**src/rtl/mii_rx_sched.sv**
```systemverilog
`timescale 1ns/1ps
// mii_rx_sched
// Rate-adapting scheduler placed in front of mii_io_rx. Receive nibbles arrive from
// the PCS on an irregular strobe (in_ce). They are queued in a small FIFO and replayed
// on a fixed cadence of one nibble every CE_DIV clocks. Each frame is preloaded before
// it is released, which absorbs jitter between the two rates. Running dry mid-frame
// (underflow) or losing a nibble to a full FIFO (overflow) corrupts the frame through err.
//
// Strobe semantics: there is no back-pressure anywhere. in_valid/in_err/in_data are
// sampled only in cycles where in_ce is high. valid/err/data change only on the edge
// that raises ce, so a consumer samples them whenever ce is high.
//
// Ports
//   clk        system clock; all logic on posedge
//   rst        synchronous, active-high reset
//   in_ce      PCS nibble strobe
//   in_valid   PCS frame valid (sampled on in_ce)
//   in_err     PCS receive error for this nibble (sampled on in_ce)
//   in_data    PCS nibble (sampled on in_ce)
//   ce         one-clk strobe every CE_DIV clocks
//   valid      frame valid toward mii_io_rx
//   err        receive error toward mii_io_rx
//   data       nibble toward mii_io_rx
//   overflow   one-clk pulse: a write was dropped because the FIFO was full
//   underflow  one-clk pulse: FIFO empty at a send tick in the middle of a frame
//   level      current FIFO occupancy
//   state      scheduler state (0 IDLE, 1 FILL, 2 SEND, 3 ABORT)
module mii_rx_sched #(
    parameter int CE_DIV     = 5,
    parameter int DEPTH_LOG2 = 3,
    parameter int PRELOAD    = 4
) (
    input  logic                  clk,
    input  logic                  rst,
    input  logic                  in_ce,
    input  logic                  in_valid,
    input  logic                  in_err,
    input  logic [3:0]            in_data,
    output logic                  ce,
    output logic                  valid,
    output logic                  err,
    output logic [3:0]            data,
    output logic                  overflow,
    output logic                  underflow,
    output logic [DEPTH_LOG2:0]   level,
    output logic [1:0]            state
);

    localparam int DEPTH = 1 << DEPTH_LOG2;
    localparam int CNT_W = $clog2(CE_DIV);
    localparam logic [CNT_W-1:0]    CNT_LAST      = CNT_W'(CE_DIV - 1);
    localparam logic [DEPTH_LOG2:0] FULL_LEVEL    = (DEPTH_LOG2 + 1)'(DEPTH);
    localparam logic [DEPTH_LOG2:0] PRELOAD_LEVEL = (DEPTH_LOG2 + 1)'(PRELOAD);

    localparam logic [1:0] S_IDLE  = 2'd0;
    localparam logic [1:0] S_FILL  = 2'd1;
    localparam logic [1:0] S_SEND  = 2'd2;
    localparam logic [1:0] S_ABORT = 2'd3;

    // FIFO entry layout: [5] eof, [4] err, [3:0] data
    logic [5:0]            mem [DEPTH];
    logic [DEPTH_LOG2-1:0] rd_ptr;
    logic [DEPTH_LOG2-1:0] wr_ptr;
    logic [DEPTH_LOG2-1:0] newest;
    logic [CNT_W-1:0]      cnt;

    logic       stg_valid;
    logic       stg_err;
    logic [3:0] stg_data;
    logic       corrupt;

    logic       tick;
    logic       empty;
    logic       full;
    logic       any_eof;
    logic       wr_req;
    logic       wr_eof;
    logic       do_write;
    logic       drop;
    logic       pop;
    logic [5:0] head;
    logic [5:0] wr_entry;

    assign tick     = (cnt == CNT_LAST);
    assign empty    = (level == '0);
    assign full     = (level == FULL_LEVEL);
    assign head     = mem[rd_ptr];
    assign newest   = wr_ptr - 1'b1;

    // The staged nibble is committed on the next strobe; that strobe's in_valid tells
    // whether the staged nibble was the last of its frame.
    assign wr_req   = in_ce && stg_valid;
    assign wr_eof   = !in_valid;
    assign wr_entry = {wr_eof, stg_err | corrupt, stg_data};
    // Fullness is judged on the pre-pop count, so a same-cycle pop never makes room.
    assign do_write = wr_req && !full;
    assign drop     = wr_req && full;

    // A short frame may be entirely queued before PRELOAD is reached; any queued eof
    // releases it. Only slots inside the occupied window count.
    always_comb begin
        any_eof = 1'b0;
        for (int i = 0; i < DEPTH; i++) begin
            if (mem[i][5] && ({1'b0, DEPTH_LOG2'(i) - rd_ptr} < level)) begin
                any_eof = 1'b1;
            end
        end
    end

    always_comb begin
        pop = 1'b0;
        case (state)
            S_FILL:  pop = tick && ((level >= PRELOAD_LEVEL) || any_eof);
            S_SEND:  pop = tick && !empty;
            S_ABORT: pop = tick && !empty;
            default: pop = 1'b0;
        endcase
    end

    // FIFO storage. When an eof entry is dropped, the newest stored nibble is turned
    // into an errored eof so the frame still terminates downstream.
    always_ff @(posedge clk) begin
        if (!rst) begin
            if (do_write) begin
                mem[wr_ptr] <= wr_entry;
            end else if (drop && wr_eof) begin
                mem[newest] <= {2'b11, mem[newest][3:0]};
            end
        end
    end

    always_ff @(posedge clk) begin
        if (rst) begin
            cnt       <= '0;
            ce        <= 1'b0;
            valid     <= 1'b0;
            err       <= 1'b0;
            data      <= 4'h0;
            overflow  <= 1'b0;
            underflow <= 1'b0;
            level     <= '0;
            rd_ptr    <= '0;
            wr_ptr    <= '0;
            stg_valid <= 1'b0;
            stg_err   <= 1'b0;
            stg_data  <= 4'h0;
            corrupt   <= 1'b0;
            state     <= S_IDLE;
        end else begin
            cnt       <= tick ? '0 : cnt + 1'b1;
            ce        <= tick;
            overflow  <= drop;
            underflow <= 1'b0;

            if (in_ce) begin
                stg_valid <= in_valid;
                stg_err   <= in_err;
                stg_data  <= in_data;
            end

            if (do_write) begin
                wr_ptr <= wr_ptr + 1'b1;
                if (wr_eof) begin
                    corrupt <= 1'b0;
                end
            end
            // A dropped mid-frame nibble poisons the rest of the frame; a dropped eof
            // is folded into the newest entry, which ends the frame.
            if (drop) begin
                corrupt <= !wr_eof;
            end

            if (pop) begin
                rd_ptr <= rd_ptr + 1'b1;
            end

            case ({do_write, pop})
                2'b10:   level <= level + 1'b1;
                2'b01:   level <= level - 1'b1;
                default: level <= level;
            endcase

            if (tick) begin
                case (state)
                    S_IDLE: begin
                        valid <= 1'b0;
                        err   <= 1'b0;
                        data  <= 4'h0;
                        if (!empty) begin
                            state <= S_FILL;
                        end
                    end
                    S_FILL: begin
                        if (pop) begin
                            valid <= 1'b1;
                            err   <= head[4];
                            data  <= head[3:0];
                            state <= head[5] ? S_IDLE : S_SEND;
                        end else begin
                            valid <= 1'b0;
                            err   <= 1'b0;
                            data  <= 4'h0;
                        end
                    end
                    S_SEND: begin
                        if (empty) begin
                            valid     <= 1'b1;
                            err       <= 1'b1;
                            data      <= 4'h0;
                            underflow <= 1'b1;
                            state     <= S_ABORT;
                        end else begin
                            valid <= 1'b1;
                            err   <= head[4];
                            data  <= head[3:0];
                            if (head[5]) begin
                                state <= S_IDLE;
                            end
                        end
                    end
                    default: begin
                        // ABORT: keep the frame marked bad and flush it up to its eof.
                        valid <= 1'b1;
                        err   <= 1'b1;
                        data  <= 4'h0;
                        if (!empty && head[5]) begin
                            state <= S_IDLE;
                        end
                    end
                endcase
            end
        end
    end

endmodule

```
**config.mk**
```make
export PLATFORM = sky130hd
export DESIGN_NAME = mii_rx_sched
export DESIGN_NICKNAME = d
export VERILOG_FILES = /design/src/rtl/mii_rx_sched.sv
export SDC_FILE = /design/constraint.sdc
export NUM_CORES = 1
export LEC_CHECK = 0
export BUFFER_PORTS_ARGS = -buffer_cell sky130_fd_sc_hd__buf_2
export CAP_MARGIN = 20
export CORE_ASPECT_RATIO = 1.1
export CORE_MARGIN = 2
export CORE_UTILIZATION = 35
export CTS_BUF_LIST = sky130_fd_sc_hd__clkbuf_2 sky130_fd_sc_hd__clkbuf_4 sky130_fd_sc_hd__clkbuf_8
export CTS_CLUSTER_SIZE = 16
export DETAILED_ROUTE_END_ITERATION = 10
export PLACE_DENSITY = 0.61
export REMOVE_ABC_BUFFERS = 1
export SLEW_MARGIN = 20
export SYNTH_ARGS = -nofsm -noshare
export SYNTH_HDL_FRONTEND = slang
export SYNTH_SLANG_ARGS = --single-unit
```
**constraint.sdc**
```tcl
create_clock -name clk -period 7.5 [get_ports clk]
set_input_delay 1.5 -clock clk [delete_from_list [all_inputs] [get_ports clk]]
set_output_delay 1.5 -clock clk [all_outputs]
set_load 0.02 [all_outputs]
```
==> results.md <==
| Group | Quantity | Reported |
| --- | --- | --- |
| critical path | CP arrival | 4180 ps |
| global route | Overflow left after global routing | 0 |
| placement | Placed cell count | 498 |
| detailed routing | Overall routed net length | 8.32 mm |
| critical path | Crit path cell chain | inv_1, ha_1, and3b_4, or4_4, nor4_4, nand4_1, and3_1, ha_1, xor2_1, ha_1, a21oi_1, xor2_1, or3_1, a21oi_1 |
| cts | CTS tree | yes |
| timing | Setup repair after global routing missed its margin | false |
| yosys | Cell with the most instances after synthesis | sky130_fd_sc_hd__edfxtp_1 |
| layout | Post-route standard cell area excluding fillers | 4530 µm² |
| placement | Routability-driven placement congestion ratio | 0.876 |
| critical path | Register-to-Register Path Depth | 14 |
| placement | Hpwl dp | 6.16 mm |
| power | Clock power share | 38.6% |
| cts | Quantity of gates resized following cts | 0 |
| timing | Count of endpoints failing hold in the final timing report | 0 |
| timing | Headroom to the max-slew limit | 32.0% |
| layout | Layout cell share with drive strength beyond 1 | 20.1% |
| yosys | Main flop type after synthesis | sky130_fd_sc_hd__edfxtp_1 |
| power | Leakage component of the power | 0.00165 µW |
| yosys | Async set or reset register ratio after synthesis | 0% |
| critical path | Crit path launch type | register |
| hold path | WHS Endpoint | corrupt$_SDFFE_PP0P_ |
| yosys | Cell accounting for the most synthesized area | sky130_fd_sc_hd__edfxtp_1 |
| detailed routing | Average vias per placed instance | 5.11 |
| die | Floorplan row count | 41 |
| hold path | Source of the worst hold timing path | corrupt$_SDFFE_PP0P_ |
| yosys | Sequential cell area fraction in the yosys report | 51.8% |
| critical path | CP max stage cell | sky130_fd_sc_hd__dfxtp_1 |
| critical path | Worst-path fanout max | 10 |
| die | Die Height | 117 µm |
| status | Result of the run | finished clean |
| yosys | Unique masters post-synth | 58 |
| detailed routing | Number of iterations in the first detailed-routing pass | 4 |
| cts | Count of hold buffers inserted by post-cts repair | 0 |
| yosys | Post-Synthesis Mean Instance Area | 12.0 µm² |
| timing | Tightest Pin Transition | 1010 ps |
| die | Initial core utilization | 35.8% |
| cts | Clk Latency, worst-skew pair | 360 ps |
| die | X dimension of the die | 107 µm |
| power | Total chip power | 849 µW |
| yosys | Area contributors post-synth | sky130_fd_sc_hd__edfxtp_1 (35%), sky130_fd_sc_hd__dfxtp_1 (17%), sky130_fd_sc_hd__ha_1 (7.9%), sky130_fd_sc_hd__mux4_2 (6.6%), sky130_fd_sc_hd__nor2_1 (3.8%) |
| timing | Shortest period the worst path allows | 3900 ps |
| detailed routing | DRC violation count after routing | 0 |
| yosys | Instance count of the mapped netlist | 340 |
| global route | Maximum number of pins on one net before global-route repair | 35 |
| cts | Total CTS buffers | 9 |
| hold path | Hold crit path type | register to register |
| timing | Period utilization | 52.1% |
| critical path | Reg-to-reg endpoint | level[2]$_SDFFE_PP0P_ |
| power | Reg power frac | 57.3% |
| layout | Antenna Diode Count | 0 |
| layout | Relative area change from synthesis to final layout | 10.6% |
| cts | CTS H-tree lvls | 3 |
| critical path | Endpoint kind of the worst setup timing path | register |
| layout | Final Net Count | 394 |
| critical path | Required time reported for the critical path endpoint | 7780 ps |
| critical path | Buffering stage count on the worst path with inverters included | 1 |
| global route | Global-route usage over all layers | 14.4% |
| flow run | Number of max-cap violations | 0 |
| global route | Wire length of the first global-routing pass | 14.1 mm |
| detailed routing | Post-route ant nets | 0 |
| timing | Setup TNS | 0 ps |
| critical path | Dominant delay contributor by cell family on the critical path | simple AND/OR/NAND/NOR gates |
| die | Die area | 12600 µm² |
| power | Share of total power in combinational logic | 4.2% |
| detailed routing | Wire per inst | 16.2 µm |
| critical path | Largest stage delay on the critical path | 530 ps |
| yosys | Post-synth top cells | sky130_fd_sc_hd__edfxtp_1 (48), sky130_fd_sc_hd__nor2_1 (42), sky130_fd_sc_hd__dfxtp_1 (34) |
| placement | Cell area after placement | 4330 µm² |
| critical path | Critical path type | register to register |
| cts | Post-CTS setup-driven buffer insertion count | 0 |
| power | Net Sw Frac | 23.2% |
| die | Placeable core region | 11400 µm² |
| timing | Endpoints failing setup | 0 |
| power | Power per standard cell area | 187 nW/µm² |
| critical path | Critical path's most frequent cell | sky130_fd_sc_hd__ha_1 |
| timing | Number of max-slew violations in the final report | 0 |
| yosys | EDFF count, synth | 48 |
| power | Switching power summed over all nets | 197 µW |
| global route | Via count of the first global-routing pass | 2718 |
| yosys | Warning count from the yosys run | 0 |
| detailed routing | Number of violations reported at the end of detailed-routing iteration 0 | 150 |
| critical path | R2r setup slk | 3600 ps |
| power | Maximum ir drop on the vdd rail | 0.0764 mV |
| die | Ports | 24 |
| cts | Total clock sinks | 82 |
| detailed routing | Number of vias after detailed routing | 2627 |
| global route | Antenna violations before repair | 0 |
| yosys | Cell area after synthesis | 4100 µm² |
| timing | Setup Skew | 14.4 ps |
| layout | Fill count | 1067 |
| cts | Worst-case clock buffer depth | 2 |
| cts | Cell chosen for the clock root | sky130_fd_sc_hd__clkbuf_8 |
| layout | Final non-filler cell total | 514 |
| yosys | Portion of synthesized cell area occupied by the leading cell type | 35.2% |
| timing | Fmax achieved | 256 MHz |
| critical path | Critical R2R Launch | level[2]$_SDFFE_PP0P_ |
| yosys | Flops & latches, synth | 82 |
| hold path | Depth of the worst hold-timing path | 2 |
| placement | Port Buffer Count | 23 |
| power | Cell Int Power | 652 µW |
| cts | Clock-pin slew on the worst setup and hold paths | 80 ps |
-- final cells by class --
type                       count  area (µm²)  share of cell area (%)
sequential                    82        2120                    46.8
timing repair buffer          23         115                    2.54
multi-input combinational    223        1830                    40.4
tap                          150         188                    4.14
inverter                      20        75.1                    1.66
clock inverter                 7        76.3                    1.68
clock buffer                   9         124                    2.73
-- flip-flops by register name (all words and copies together) (netlist names), 2 cells and up, named ones only --
register  cells
cnt           3
data          4
level         4
mem          48
rd_ptr        3
state         2
stg_data      4
wr_ptr        3
-- cells in the final DEF, fill, tap and decap left out, types with 3 or more instances in the layout --
| cell type | instances |
|---|---|
| sky130_fd_sc_hd__xnor2_1 | 5 |
| sky130_fd_sc_hd__nor3_1 | 9 |
| sky130_fd_sc_hd__mux2i_1 | 10 |
| sky130_fd_sc_hd__mux4_2 | 12 |
| sky130_fd_sc_hd__mux2_2 | 5 |
| sky130_fd_sc_hd__or2b_1 | 3 |
| sky130_fd_sc_hd__a21oi_1 | 6 |
| sky130_fd_sc_hd__nor2_1 | 42 |
| sky130_fd_sc_hd__nand4_1 | 6 |
| sky130_fd_sc_hd__or2b_2 | 3 |
| sky130_fd_sc_hd__a211oi_1 | 5 |
| sky130_fd_sc_hd__nand2_1 | 12 |
| sky130_fd_sc_hd__nor3_2 | 3 |
| sky130_fd_sc_hd__clkbuf_8 | 9 |
| sky130_fd_sc_hd__nand2b_1 | 7 |
| sky130_fd_sc_hd__nor2b_1 | 5 |
| sky130_fd_sc_hd__or3_1 | 3 |
| sky130_fd_sc_hd__ha_1 | 26 |
| sky130_fd_sc_hd__edfxtp_1 | 48 |
| sky130_fd_sc_hd__a22oi_1 | 4 |
| sky130_fd_sc_hd__o21a_1 | 3 |
| sky130_fd_sc_hd__nor4_1 | 3 |
| sky130_fd_sc_hd__xor2_1 | 5 |
| sky130_fd_sc_hd__o21ai_1 | 4 |
| sky130_fd_sc_hd__dfxtp_1 | 34 |
| sky130_fd_sc_hd__buf_2 | 23 |
| sky130_fd_sc_hd__nand3b_1 | 4 |
| sky130_fd_sc_hd__inv_1 | 20 |
| sky130_fd_sc_hd__o21ai_0 | 3 |
-- worst max-delay path by stage --
stage	startpoint	to	slack [ps]	cells past startpoint
2_1_floorplan	level[2]$_SDFFE_PP0P_	level[2]$_SDFFE_PP0P_	3860	14
3_3_place_gp	rst	mem[3][3]$_DFFE_PP_	3790	5
3_5_place_dp	level[2]$_SDFFE_PP0P_	level[2]$_SDFFE_PP0P_	3640	14
4_1_cts	level[2]$_SDFFE_PP0P_	level[2]$_SDFFE_PP0P_	3620	14
5_1_grt	level[2]$_SDFFE_PP0P_	level[2]$_SDFFE_PP0P_	3320	14
6_report	level[2]$_SDFFE_PP0P_	level[2]$_SDFFE_PP0P_	3600	14
-- power by group through the flow --
stage	Combinational [µW]	Clock, µW	Sequential, µW
floorplan	21.1	0	497
global placement	34.5	0	496
detailed placement	35.8	0	497
CTS	35.9	336	486
global route	40.3	357	487
finish	35.5	327	486
-- worst min-delay path, cell delays in order (launching register included) --
cell and delay, ps:
sky130_fd_sc_hd__dfxtp_1 320, sky130_fd_sc_hd__inv_1 50, sky130_fd_sc_hd__a211oi_1 60
-- routing by layer --
layer  routed length (µm)  global-route usage, %
met5                    0                      0
met4                  186                   7.31
met3                  377                   2.56
met2                 4010                   22.5
met1                 3750                   19.0
-- cell families (layout without fill, tap and decap cells) --
family | after synthesis | after routing | share of synthesized area [%]
AO/OA/AOI/OAI | 40 | 40 | 6.63
XOR/XNOR | 12 | 12 | 2.93
adder cells (fa/ha/maj) | 26 | 26 | 7.94
buffers and inverters | 35 | 59 | 3.48
flip-flops | 82 | 82 | 51.8
multiplexers | 30 | 30 | 11.4
AND/OR/NAND/NOR | 115 | 115 | 15.8
-- metrics by stage --
step | setup slack (ps) | hold slack [ps] | util [%]
2_1_floorplan | 3860 | 421 | -
3_5_place_dp | 3640 | 454 | 37.9
4_1_cts | 3620 | 467 | 39.6
6_report | 3600 | 465 | 39.6
3_3_place_gp | 3790 | 439 | 37.9
5_1_grt | 3320 | 506 | 39.6
Power figures use the tool's default switching activity.
